**src/rtl/vga_timing_pkg.sv**
```systemverilog
`default_nettype none
// ============================================================================
//  Module : vga_timing_pkg
//  Brief  : Shared VGA timing definitions: per-axis timing record, standard
//           mode presets and the total-period derivation used by the
//           timing generator.
//  Rev    : 1.0  initial release
// ============================================================================
package vga_timing_pkg;

  // One axis (horizontal in pixels, vertical in lines) of a video mode,
  // listed in scan order: active, front porch, sync, back porch.
  typedef struct packed {
    int active;
    int front;
    int sync;
    int back;
  } vga_axis_t;

  localparam vga_axis_t H_640X480 = '{active: 640, front: 16, sync: 96,  back: 48};
  localparam vga_axis_t V_640X480 = '{active: 480, front: 10, sync: 2,   back: 33};
  localparam vga_axis_t H_800X600 = '{active: 800, front: 40, sync: 128, back: 88};
  localparam vga_axis_t V_800X600 = '{active: 600, front: 1,  sync: 4,   back: 23};

  // Full period of one axis (line length in pixels or frame length in lines).
  function automatic int axis_total(input int active, input int front,
                                    input int sync, input int back);
    return active + front + sync + back;
  endfunction

endpackage
`default_nettype wire

```
**src/rtl/clk_en_div.sv**
```systemverilog
`default_nettype none
// ============================================================================
//  Module : clk_en_div
//  Brief  : Clock-enable divider. Counts 0..CLK_DIV-1 on enabled clocks and
//           emits a one-clk registered tick when the count wraps.
//  Rev    : 1.0  initial release
//
//  Ports
//    clk      in   system clock
//    reset    in   asynchronous active-high reset
//    en       in   count enable; low freezes the count and clears tick
//    tick_pre out  combinational: the current clock edge produces a tick
//    tick     out  registered one-clk tick, valid the cycle after tick_pre
// ============================================================================
module clk_en_div #(
  parameter int CLK_DIV = 4
) (
  input  logic clk,
  input  logic reset,
  input  logic en,
  output logic tick_pre,
  output logic tick
);

  localparam int CNT_W = (CLK_DIV > 1) ? $clog2(CLK_DIV) : 1;
  localparam logic [CNT_W-1:0] CNT_LAST = CNT_W'(CLK_DIV - 1);

  logic [CNT_W-1:0] cnt;

  // With CLK_DIV=1 CNT_LAST is 0, so every enabled clock is a tick.
  assign tick_pre = en && (cnt == CNT_LAST);

  always_ff @(posedge clk or posedge reset) begin
    if (reset) begin
      cnt  <= '0;
      tick <= 1'b0;
    end else begin
      tick <= tick_pre;
      if (en) begin
        cnt <= tick_pre ? '0 : cnt + CNT_W'(1);
      end
    end
  end

endmodule
`default_nettype wire

```
**src/rtl/vga_timing_gen.sv**
```systemverilog
`default_nettype none
// ============================================================================
//  Module : vga_timing_gen
//  Brief  : VGA raster timing generator. A pixel-rate tick from clk_en_div
//           drives horizontal/vertical position counters; sync, blanking and
//           active-area coordinates are decoded and registered together with
//           the tick so every output describes the same pixel.
//  Rev    : 1.0  initial release
//
//  Ports
//    clk          in   system clock
//    reset        in   asynchronous active-high reset
//    en           in   timing enable; low freezes divider and counters
//    p_tick       out  one-clk pixel-rate pulse
//    hsync        out  horizontal sync, active level HS_POL
//    vsync        out  vertical sync, active level VS_POL
//    video_on     out  current pixel lies in the active area
//    pixel_x      out  active-area column (0 outside the active area)
//    pixel_y      out  active-area row    (0 outside the active area)
//    line_start   out  pulse with p_tick for the first pixel of a line
//    frame_start  out  pulse with p_tick for the first pixel of a frame
// ============================================================================
module vga_timing_gen
  import vga_timing_pkg::*;
#(
  parameter int CLK_DIV  = 4,
  parameter int H_ACTIVE = H_640X480.active,
  parameter int H_FRONT  = H_640X480.front,
  parameter int H_SYNC   = H_640X480.sync,
  parameter int H_BACK   = H_640X480.back,
  parameter int V_ACTIVE = V_640X480.active,
  parameter int V_FRONT  = V_640X480.front,
  parameter int V_SYNC   = V_640X480.sync,
  parameter int V_BACK   = V_640X480.back,
  parameter int HS_POL   = 0,
  parameter int VS_POL   = 0,
  parameter int CW       = 10
) (
  input  logic          clk,
  input  logic          reset,
  input  logic          en,
  output logic          p_tick,
  output logic          hsync,
  output logic          vsync,
  output logic          video_on,
  output logic [CW-1:0] pixel_x,
  output logic [CW-1:0] pixel_y,
  output logic          line_start,
  output logic          frame_start
);

  localparam int H_TOTAL = axis_total(H_ACTIVE, H_FRONT, H_SYNC, H_BACK);
  localparam int V_TOTAL = axis_total(V_ACTIVE, V_FRONT, V_SYNC, V_BACK);

  localparam logic [CW-1:0] H_LAST = CW'(H_TOTAL - 1);
  localparam logic [CW-1:0] V_LAST = CW'(V_TOTAL - 1);

  // Region bounds are one bit wider than the counters so that a total of
  // exactly 2^CW still has representable (exclusive) end points.
  localparam logic [CW:0] H_ACT_END = (CW+1)'(H_ACTIVE);
  localparam logic [CW:0] HS_BEGIN  = (CW+1)'(H_ACTIVE + H_FRONT);
  localparam logic [CW:0] HS_END    = (CW+1)'(H_ACTIVE + H_FRONT + H_SYNC);
  localparam logic [CW:0] V_ACT_END = (CW+1)'(V_ACTIVE);
  localparam logic [CW:0] VS_BEGIN  = (CW+1)'(V_ACTIVE + V_FRONT);
  localparam logic [CW:0] VS_END    = (CW+1)'(V_ACTIVE + V_FRONT + V_SYNC);

  localparam logic HS_ON = (HS_POL != 0);
  localparam logic VS_ON = (VS_POL != 0);

  logic [CW-1:0] h;
  logic [CW-1:0] v;
  logic          tick_pre;

  clk_en_div #(
    .CLK_DIV (CLK_DIV)
  ) u_div (
    .clk      (clk),
    .reset    (reset),
    .en       (en),
    .tick_pre (tick_pre),
    .tick     (p_tick)
  );

  logic [CW:0] h_ext;
  logic [CW:0] v_ext;
  logic        h_wrap;
  logic        in_active;
  logic        in_hsync;
  logic        in_vsync;

  assign h_ext     = {1'b0, h};
  assign v_ext     = {1'b0, v};
  assign h_wrap    = (h == H_LAST);
  assign in_active = (h_ext < H_ACT_END) && (v_ext < V_ACT_END);
  assign in_hsync  = (h_ext >= HS_BEGIN) && (h_ext < HS_END);
  assign in_vsync  = (v_ext >= VS_BEGIN) && (v_ext < VS_END);

  // (h,v) is the pixel presented on the next tick. On a tick edge the
  // outputs capture the decode of (h,v) and the counters step past it, so
  // outputs change in the same cycle p_tick is high and the first tick after
  // reset presents pixel (0,0) with line_start and frame_start.
  always_ff @(posedge clk or posedge reset) begin
    if (reset) begin
      h           <= '0;
      v           <= '0;
      video_on    <= 1'b0;
      pixel_x     <= '0;
      pixel_y     <= '0;
      hsync       <= ~HS_ON;
      vsync       <= ~VS_ON;
      line_start  <= 1'b0;
      frame_start <= 1'b0;
    end else if (tick_pre) begin
      h <= h_wrap ? '0 : h + CW'(1);
      if (h_wrap) begin
        v <= (v == V_LAST) ? '0 : v + CW'(1);
      end
      video_on    <= in_active;
      pixel_x     <= in_active ? h : '0;
      pixel_y     <= in_active ? v : '0;
      hsync       <= in_hsync ? HS_ON : ~HS_ON;
      vsync       <= in_vsync ? VS_ON : ~VS_ON;
      line_start  <= (h == '0);
      frame_start <= (h == '0) && (v == '0);
    end else begin
      line_start  <= 1'b0;
      frame_start <= 1'b0;
    end
  end

endmodule
`default_nettype wire

```
**config.mk**
```make
export PLATFORM = sky130hd
export DESIGN_NAME = vga_timing_gen
export DESIGN_NICKNAME = d
export VERILOG_FILES = /design/src/rtl/vga_timing_pkg.sv /design/src/rtl/clk_en_div.sv /design/src/rtl/vga_timing_gen.sv
export SDC_FILE = /design/constraint.sdc
export NUM_CORES = 1
export LEC_CHECK = 0
export CORE_ASPECT_RATIO = 0.7
export CORE_MARGIN = 2
export CORE_UTILIZATION = 54
export CTS_CLUSTER_DIAMETER = 80
export DETAILED_ROUTE_END_ITERATION = 8
export PLACE_DENSITY = 0.79
export SYNTH_ARGS = -nofsm -noshare
export SYNTH_HDL_FRONTEND = slang
export SYNTH_SLANG_ARGS = --single-unit
```
**constraint.sdc**
```tcl
create_clock -name clk -period 1.9 [get_ports clk]
set_input_delay 0.19 -clock clk [delete_from_list [all_inputs] [get_ports clk]]
set_output_delay 0.19 -clock clk [all_outputs]
set_load 0.05 [all_outputs]
```
==> flow_summary.ini, run 1 <==
[finish]
final_layout_size_suffix_gt1_share_pct = 13.30
fin_area_mm2 = 0.002586
final_core_occ_pct = 67.15
num_antenna_cells = 0
fin_cells = 270
net_count_final = 225
area_growth_pct = 21.80
num-fill-cells = 301

[cts]
cts-htree-levels = 2
tritoncts = built
numCtsBuffers = 5
worst_setup_hold_path_clk_slew_ns = 0.09
clock_root_buffer = clkbuf_8
clock_path_buffers = 2
cts_resized = 0
post-cts-setup-buffers = 0
clock-sinks = 48
clk_latency_ns = 0.30
ctsHoldBuffers = 0

[logic_synthesis]
synth_ff_type = dfrtp_1
mappedNetlistNets = 191
ys_async_sr_fraction_pct = 100.0
proportion_of_synthesized_chip_area_in_sequential_cells_pct = 56.69
synthesis.area_mm2 = 0.002123
synth_area_per_cell_um2 = 11.60
synth_edf_count = 0
synth.area.top_cells = dfrtp_1 (54%), a22o_1 (8.2%), xnor2_1 (3.3%)
ys_ff_latch = 48
synthDominantCellAreaShare_pct = 54.21
synth_top_cell_by_area = dfrtp_1
synthCells = 183
synthDistinctLibCells = 38
synth_warnings = 0

[setup_path]
cp-start-kind = flop
critPathSlowestCell = clkdlybuf4s50_1
cp.required_ns = 1.71
cp_cell_sequence = clkdlybuf4s50_1
worst-endpoint-arrival_ns = 1.63
cpLargestDelayFamily = buffers and inverters
worstPathMaxFanout = 2
worstPathBufferInverterCount = 1
critical-path-max-stage-delay_ns = 0.80
worstSetupEndpointType = output pin
worst-setup-path-type = reg -> out

[placement]
finalWeightedCongestion = 0.9060
post_detailed_placement_cell_area_mm2 = 0.002484
number_of_input_and_output_port_buffers_inserted = 28
dpl.cell_count = 262
hpwl_um = 3249

[detailed_routing]
drt_first_pass_iters = 4
drt_iter0_markers = 120
detail_route.vias_per_cell = 5.878
final_antenna_net_count = 0
wirelength_um = 4507
drc_errors = 0
wl_per_cell_um = 16.69
vias = 1587

[power_and_ir_drop]
p_per_area_mw_per_mm2 = 1160
power_leakage_nw = 1.182
max-vdd-ir-drop_v = 0.0007811

[timing]
tns_ns = 0
period_minus_ws_final_ns = 1.824
finalSetupViolations = 0
rsz_0062_raised_after_global_routing = no
post-route-period-util_pct = 96.03
finalHoldViolations = 0
worst-slew-pin-transition_ns = 0.5127
holdWs_ns = 0.2239
drv_slew = 0
timing.slew.headroom_pct = 65.71
fin_worst_skew_ns = 0.007343
clock.fmax_mhz = 548.1

[die]
fp.dieW_um = 78.95
chipHeight_um = 56.47
design.portCount = 29
core_mm2 = 0.003851
die_area_mm2 = 0.004458
floorplan.rows = 19
initial_utilization_pct = 55.13

[grt]
global_route.usage.met1_pct = 33.19
grt_overflow_total = 0
grt_max_degree = 29
number_of_global_route_vias_before_repair = 1549
global_routing_usage_summed_across_all_routing_layers_pct = 22.51
groute.layer.met2.usage_pct = 33.46
antenna_violations_before_repair = 0
grtUsageMet3_pct = 6.592
grt_pass1_wl_um = 7707
peak_usage_layer_in_the_global_routing_report = met2

[outcome]
status = completed

[run]
maxCapViolCount = 0

[worst_hold_path]
worstHoldPathType = in -> async
flip-flops by register name (all words and copies together) (netlist names):
signal,flops
hsync,1
u_div.cnt,2
line_start,1
h,10
u_div.tick,1
pixel_y,10
video_on,1
frame_start,1
v,10
vsync,1
pixel_x,10
synthesized netlist by cell type (2+ instances only):
library cell  instances
a31oi_1               4
nor4_1                4
a21oi_1               2
clkbuf_2              2
ha_1                  5
and3_1                6
a22o_1               20
and2_1                3
and4_1                3
nand3_1              10
buf_6                 2
dfstp_2               2
xnor2_1               8
nand2_1              10
nand4_1               7
nor3_1                3
xor2_1                3
o21ai_0               7
mux2_2                2
dfrtp_1              46
buf_2                 3
clkbuf_1              2
nor2_1                8
inv_1                 7
area by class of cell:
type / instances / area, µm² / area share (%)
repair buffers: 37 / 357.8 / 13.84
inverters: 7 / 26.28 / 1.016
multi-input cells: 118 / 837.1 / 32.37
well taps: 52 / 65.06 / 2.516
clock buffers: 7 / 86.33 / 3.338
flip-flops and latches: 48 / 1205 / 46.59
clock inverters: 1 / 8.758 / 0.3387
per-layer routing:
metal | share of wire [%] | vias to the layer above
met5 | 0 | -
met3 | 6.9 | 4
met4 | 0.98 | 0
li1 | - | 735
met2 | 46 | 70
met1 | 46 | 778
where the power goes:
part / leakage, nW / switching, mW / internal (mW)
combinational: 0.510 / 0.644 / 0.376
sequential: 0.623 / 0.154 / 1.20
clock: 0.0484 / 0.329 / 0.298
path summary, 6_finish.rpt:
kind,end,slack (ns),depth (start not counted),start
min,pixel_y[7],0.22,2,reset
max,hsync,0.08,1,hsync
min reg2reg,pixel_y[9],0.49,1,pixel_y[9]
min in group clk,pixel_y[9],0.49,1,pixel_y[9]
max reg2reg,v[6],0.12,6,h[0]
max in group asynchronous,hsync,1.10,3,reset
logic make-up (layout without fill, tap and decap cells):
kind of cell	count (synthesis)	count (layout)	share of synthesized area (%)
xor+xnor	11	11	4.538
compound gates	37	37	13.02
flops	48	48	56.69
simple gates	62	62	17.09
fa+ha+maj	5	5	2.946
buf+inv	17	52	4.184
mux	3	3	1.532
through the flow:
stage,setup slack (ns),power (mW)
final,0.07552,3.000
after global routing,0.01820,3.171
after CTS,0.06257,3.021
after detailed placement,0.1046,2.396
after global placement,0.1737,2.344
after floorplan,0.3711,2.037
placed cells by master (no fill, tap or decap), types with 2 or more instances in the layout:
cell             count
dfrtp_1             45
clkdlybuf4s50_1     27
a22o_1              20
nand3_1             10
nand2_1             10
buf_4                9
xnor2_1              8
nor2_1               8
nand4_1              7
o21ai_0              7
and3_1               6
inv_1                6
clkbuf_8             6
ha_1                 5
nor4_1               4
a31oi_1              4
and2_1               3
and4_1               3
xor2_1               3
nor3_1               3
a21oi_1              2
nor4b_2              2
mux2_2               2
dfstp_2              2
Note: power is estimated with default switching activity, not from simulation.
==> inputs of run 2 (changes only) <==
- CTS_BUF_LIST: unset -> sky130_fd_sc_hd__clkbuf_16
==> run 2 against run 1 <==
  * Cell area rose by 1.8%
  * Die area did not move
  * Core utilization rose by 1.2 points
  * Final cell count did not move
  * Flip-flop and latch count did not move
  * Power rose by 7.4%
  * Critical path depth did not move
  * Clock skew fell by 0.0019 ns
  * Worst hold slack improved by 0.019 ns
  * Non-clock buffer count did not move
  * First-iteration DRC count rose by 0.83%
  * Clock power rose by 34%
==> flow_summary.ini, run 2 (synthesis results as in run 1) <==
[timing]
period_minus_ws_final_ns = 1.804
timing.slew.headroom_pct = 65.62
finalSetupViolations = 0
worst-slew-pin-transition_ns = 0.5140
post-route-period-util_pct = 94.94
drv_slew = 0
fin_worst_skew_ns = 0.005467
finalHoldViolations = 0
clock.fmax_mhz = 554.4
rsz_0062_raised_after_global_routing = no
tns_ns = 0

[power_and_ir_drop]
max-vdd-ir-drop_v = 0.0009151
p_per_area_mw_per_mm2 = 1224
power_leakage_nw = 1.206

[finish]
layout.cells.most_common_list = dfrtp_1 (45), clkdlybuf4s50_1 (27), a22o_1 (20), nand3_1 (10), nand2_1 (10)
area_growth_pct = 23.98
num-fill-cells = 295
fin_area_mm2 = 0.002633
mostFrequentLayoutCell = dfrtp_1
num_antenna_cells = 0
final_layout_size_suffix_gt1_share_pct = 12.84
net_count_final = 225

[detailed_routing]
detail_route.vias_per_cell = 5.830
final_antenna_net_count = 0
vias = 1574
wirelength_um = 4656
drt_iter0_markers = 121
wl_per_cell_um = 17.24
drt_first_pass_iters = 4
drc_errors = 0

[grt]
antenna_violations_before_repair = 0
grt_overflow_total = 0
grt_pass1_wl_um = 7976
grt_max_degree = 29
global_routing_usage_summed_across_all_routing_layers_pct = 24.00
number_of_global_route_vias_before_repair = 1574

[die]
chipHeight_um = 56.47
design.portCount = 29
floorplan.rows = 19
initial_utilization_pct = 55.13
core_mm2 = 0.003851
fp.dieW_um = 78.95
die_area_mm2 = 0.004458

[cts]
worst_setup_hold_path_clk_slew_ns = 0.06
clock_root_buffer = clkbuf_16
numCtsBuffers = 5
post-cts-setup-buffers = 0
clock-sinks = 48
cts-htree-levels = 2
clock_path_buffers = 2
clk_latency_ns = 0.29
tritoncts = built

[setup_path]
cp.required_ns = 1.71
worst-endpoint-arrival_ns = 1.61
cpLargestDelayFamily = buffers and inverters
cp_cell_sequence = clkdlybuf4s50_1
worstPathMaxFanout = 2
critPathSlowestCell = clkdlybuf4s50_1
critical-path-max-stage-delay_ns = 0.80
worst-setup-path-type = reg -> out
worstSetupEndpointType = output pin
worstPathBufferInverterCount = 1
cp-start-kind = flop

[placement]
finalWeightedCongestion = 0.9060
number_of_input_and_output_port_buffers_inserted = 28
hpwl_um = 3249
post_detailed_placement_cell_area_mm2 = 0.002484

[run]
maxCapViolCount = 0

[worst_hold_path]
worstHoldPathType = in -> async

[outcome]
status = completed
-- run 2: what timing repair did --
item,CTS,global route
gates resized for setup,0,2
endpoints found under the setup margin,0,6
hold buffers,0,0
-- run 2: final timing paths --
check | startpoint | end | slack [ns] | cells after the start
setup / recovery | hsync | hsync | 0.1 | 1
hold / removal | reset | pixel_y[7] | 0.24 | 2
setup reg to reg | h[0] | v[8] | 0.13 | 6
hold reg to reg | pixel_y[9] | pixel_y[9] | 0.49 | 1
max in group asynchronous | reset | hsync | 1.08 | 3
min in group clk | pixel_y[9] | pixel_y[9] | 0.49 | 1
-- run 2: area by class of cell --
cell class,count,area (µm²),area share [%]
Inverter,7,26.28,0.9981
Clock inverter,3,16.27,0.6179
Timing Repair Buffer,37,357.8,13.59
Clock buffer,5,125.1,4.753
Multi-Input combinational cell,118,837.1,31.80
Sequential cell,48,1205,45.77
Tap cell,52,65.06,2.471
-- run 2: routing by layer --
layer	global-route usage, %	vias up	share of wire (%)	wire length (µm)
li1	-	742	-	-
met1	33.66	767	47	2207
met2	35.41	54	45	2073
met3	8.360	11	5.6	262
met4	7.635	0	2.4	112
met5	0	-	0	0
-- run 2: where the power goes --
part           switching [mW]  total (mW)  internal, mW  leakage (nW)
logic                   0.649        1.03         0.377         0.510
registers               0.154        1.36          1.20         0.623
clock network           0.361       0.841         0.480        0.0726
-- run 2: stage by stage --
step / hold WS [ns] / worst slack (ns) / power, mW / util [%] / instances
3_5_place_dp: 0.4756 / 0.1046 / 2.396 / 64.49 / 262
4_1_cts: 0.2604 / 0.08202 / 3.247 / 68.16 / 270
2_1_floorplan: 0.3486 / 0.3711 / 2.037 / - / 183
3_3_place_gp: 0.4618 / 0.1737 / 2.344 / 64.49 / 262
5_1_grt: 0.2721 / 0.01579 / 3.390 / 68.36 / 270
6_report: 0.2432 / 0.09610 / 3.222 / 68.36 / 270
==> inputs of run 3 (changes only) <==
- ABC_AREA: unset -> 1
- CORE_ASPECT_RATIO: 0.7 -> unset
- PLACE_DENSITY: 0.79 -> 0.78
==> run 3 against run 2 <==
  * Final cell count is 25% higher
  * Core utilization is 0.20 points lower
  * Critical path type unchanged
  * Largest cell class unchanged
  * Clock-buffer cell count did not move
  * Critical endpoint unchanged
  * Via count rose by 10%
  * Sequential power shrank 13%
==> flow_summary.ini, run 3 <==
[run]
maxCapViolCount = 0

[logic_synthesis]
synthCells = 255
synthDominantCellAreaShare_pct = 51.31
synth.area.top_cells = dfrtp_1 (51%), nand2_1 (11%), inv_1 (4.7%)
synth_edf_count = 0
ys_async_sr_fraction_pct = 100.0
proportion_of_synthesized_chip_area_in_sequential_cells_pct = 53.65
synth.most_common_cell = nand2_1
synth_commonest_cells = nand2_1 (65), dfrtp_1 (46), inv_1 (28), nor2_1 (21), o21ai_0 (15)
ys_ff_latch = 48
synth_ff_type = dfrtp_1
synth_top_cell_by_area = dfrtp_1
synthDistinctLibCells = 30
synth_warnings = 0
synthesis.area_mm2 = 0.002243
synth_area_per_cell_um2 = 8.798
mappedNetlistNets = 263

[timing]
timing.slew.headroom_pct = 66.26
post-route-period-util_pct = 94.75
tns_ns = 0
finalSetupViolations = 0
period_minus_ws_final_ns = 1.800
fin_worst_skew_ns = 0.002930
drv_slew = 0
worst-slew-pin-transition_ns = 0.5054
finalHoldViolations = 0
clock.fmax_mhz = 555.5
rsz_0062_raised_after_global_routing = no

[cts]
tritoncts = built
ctsHoldBuffers = 0
clk_latency_ns = 0.29
cts_resized = 0
clock-sinks = 48
clock_root_buffer = clkbuf_16
numCtsBuffers = 5
clock_path_buffers = 2
cts-htree-levels = 2
worst_setup_hold_path_clk_slew_ns = 0.06
post-cts-setup-buffers = 0

[die]
die_area_mm2 = 0.004686
initial_utilization_pct = 56.08
floorplan.rows = 23
chipHeight_um = 68.46
fp.dieW_um = 68.46
core_mm2 = 0.004000
design.portCount = 29

[grt]
global_routing_usage_summed_across_all_routing_layers_pct = 22.42
grt_pass1_wl_um = 7624
grt_overflow_total = 0
grt_max_degree = 26
antenna_violations_before_repair = 0
number_of_global_route_vias_before_repair = 1664

[setup_path]
worst-setup-path-type = reg -> out
cp-start-kind = flop
cp.required_ns = 1.71
cp_cell_sequence = clkdlybuf4s50_1
cpLargestDelayFamily = buffers and inverters
worst-endpoint-arrival_ns = 1.61
worstPathBufferInverterCount = 1
reg2regPathDepth = 7
worstPathMaxFanout = 2
critical-path-max-stage-delay_ns = 0.79
critPathSlowestCell = clkdlybuf4s50_1
worstSetupEndpointType = output pin
critical_path_cell_count = 1

[placement]
finalWeightedCongestion = 0.9382
number_of_input_and_output_port_buffers_inserted = 28
hpwl_um = 3217
post_detailed_placement_cell_area_mm2 = 0.002582

[finish]
net_count_final = 295
num-fill-cells = 319
final_layout_size_suffix_gt1_share_pct = 9.375
area_growth_pct = 21.53
num_antenna_cells = 0
layout.cells.most_common_list = nand2_1 (65), dfrtp_1 (46), clkdlybuf4s50_1 (28), inv_1 (27), nor2_1 (21)
mostFrequentLayoutCell = nand2_1
fin_area_mm2 = 0.002726

[power_and_ir_drop]
p_per_area_mw_per_mm2 = 855.9
max-vdd-ir-drop_v = 0.0005714
power_leakage_nw = 1.302
p_total_mw = 2.334

[detailed_routing]
vias = 1736
drt_iter0_markers = 177
wl_per_cell_um = 13.16
final_antenna_net_count = 0
drt_first_pass_iters = 4
detail_route.vias_per_cell = 5.136
wirelength_um = 4447
drc_errors = 0

[outcome]
status = completed

[worst_hold_path]
worstHoldPathType = in -> async
## run 3: changes by cell type in the layout (fill, tap and decap cells not counted), sizes merged, moves of 5 or more
| cell | previous run | this run |
|---|---|---|
| buf | 10 | 3 |
| a22o | 20 | 0 |
| o21ai | 8 | 25 |
| xnor2 | 8 | 1 |
| inv | 8 | 31 |
| nor2 | 8 | 26 |
| and3 | 6 | 0 |
| xor2 | 3 | 8 |
| nand3 | 10 | 17 |
| nand2 | 11 | 67 |
## run 3: cell type report
type	instances	area, µm²	area share, %
Inverter	31	116.4	4.268
Tap cell	50	62.56	2.295
Clock buffer	5	125.1	4.589
Multi-Input combinational cell	170	884.6	32.45
Clock inverter	3	18.77	0.6884
Sequential cell	48	1204	44.15
Timing Repair Buffer	31	315.3	11.56
## run 3: logic make-up (layout without fill, tap and decap cells)
group / count (synthesis) / in the layout / synth area share (%)
and+or+nand+nor: 125 / 125 / 25.66
muxes: 1 / 1 / 0.5019
DFF: 48 / 48 / 53.65
adders and majority gates: 5 / 5 / 2.789
AOI/OAI and AO/OA: 30 / 30 / 6.972
buffers and inverters: 37 / 70 / 6.915
xor gates and xnor gates: 9 / 9 / 3.514
## run 3: where the power goes
part	switching (mW)	internal, mW
logic	0.199	0.111
clock network	0.366	0.482
registers	0.0780	1.10
## run 3: per-stage QoR
| step | instances | setup slack [ns] | hold slack [ns] | utilization [%] |
|---|---|---|---|---|
| global placement | 330 | 0.2011 | 0.4645 | 64.56 |
| CTS | 338 | 0.09384 | 0.2778 | 68.16 |
| detailed placement | 330 | 0.1256 | 0.4657 | 64.56 |
| floorplan | 255 | 0.5688 | 0.2864 | - |
| global route | 338 | 0.06109 | 0.3206 | 68.16 |
| finish | 338 | 0.09981 | 0.2622 | 68.16 |
## run 3: per-layer routing
| metal | routed length, µm | share of wire (%) | track usage [%] | vias up |
|---|---|---|---|---|
| met2 | 2050 | 46 | 35.46 | 38 |
| met1 | 2157 | 49 | 30.24 | 814 |
| met4 | 68 | 1.5 | 8.500 | 0 |
| li1 | - | - | - | 878 |
| met3 | 171 | 3.8 | 4.605 | 6 |
| met5 | 0 | 0 | 0 | - |
## run 3: path summary, 6_finish.rpt
path / end / slack [ns] / start
worst max-delay path: hsync / 0.1 / hsync
worst min-delay path: pixel_y[1] / 0.26 / reset
worst max register to register: pixel_x[2] / 0.35 / u_div.cnt[0]
worst min register to register: pixel_x[2] / 0.48 / pixel_x[2]
max in group asynchronous: pixel_x[8] / 1.14 / reset
min in group clk: pixel_x[2] / 0.48 / pixel_x[2]
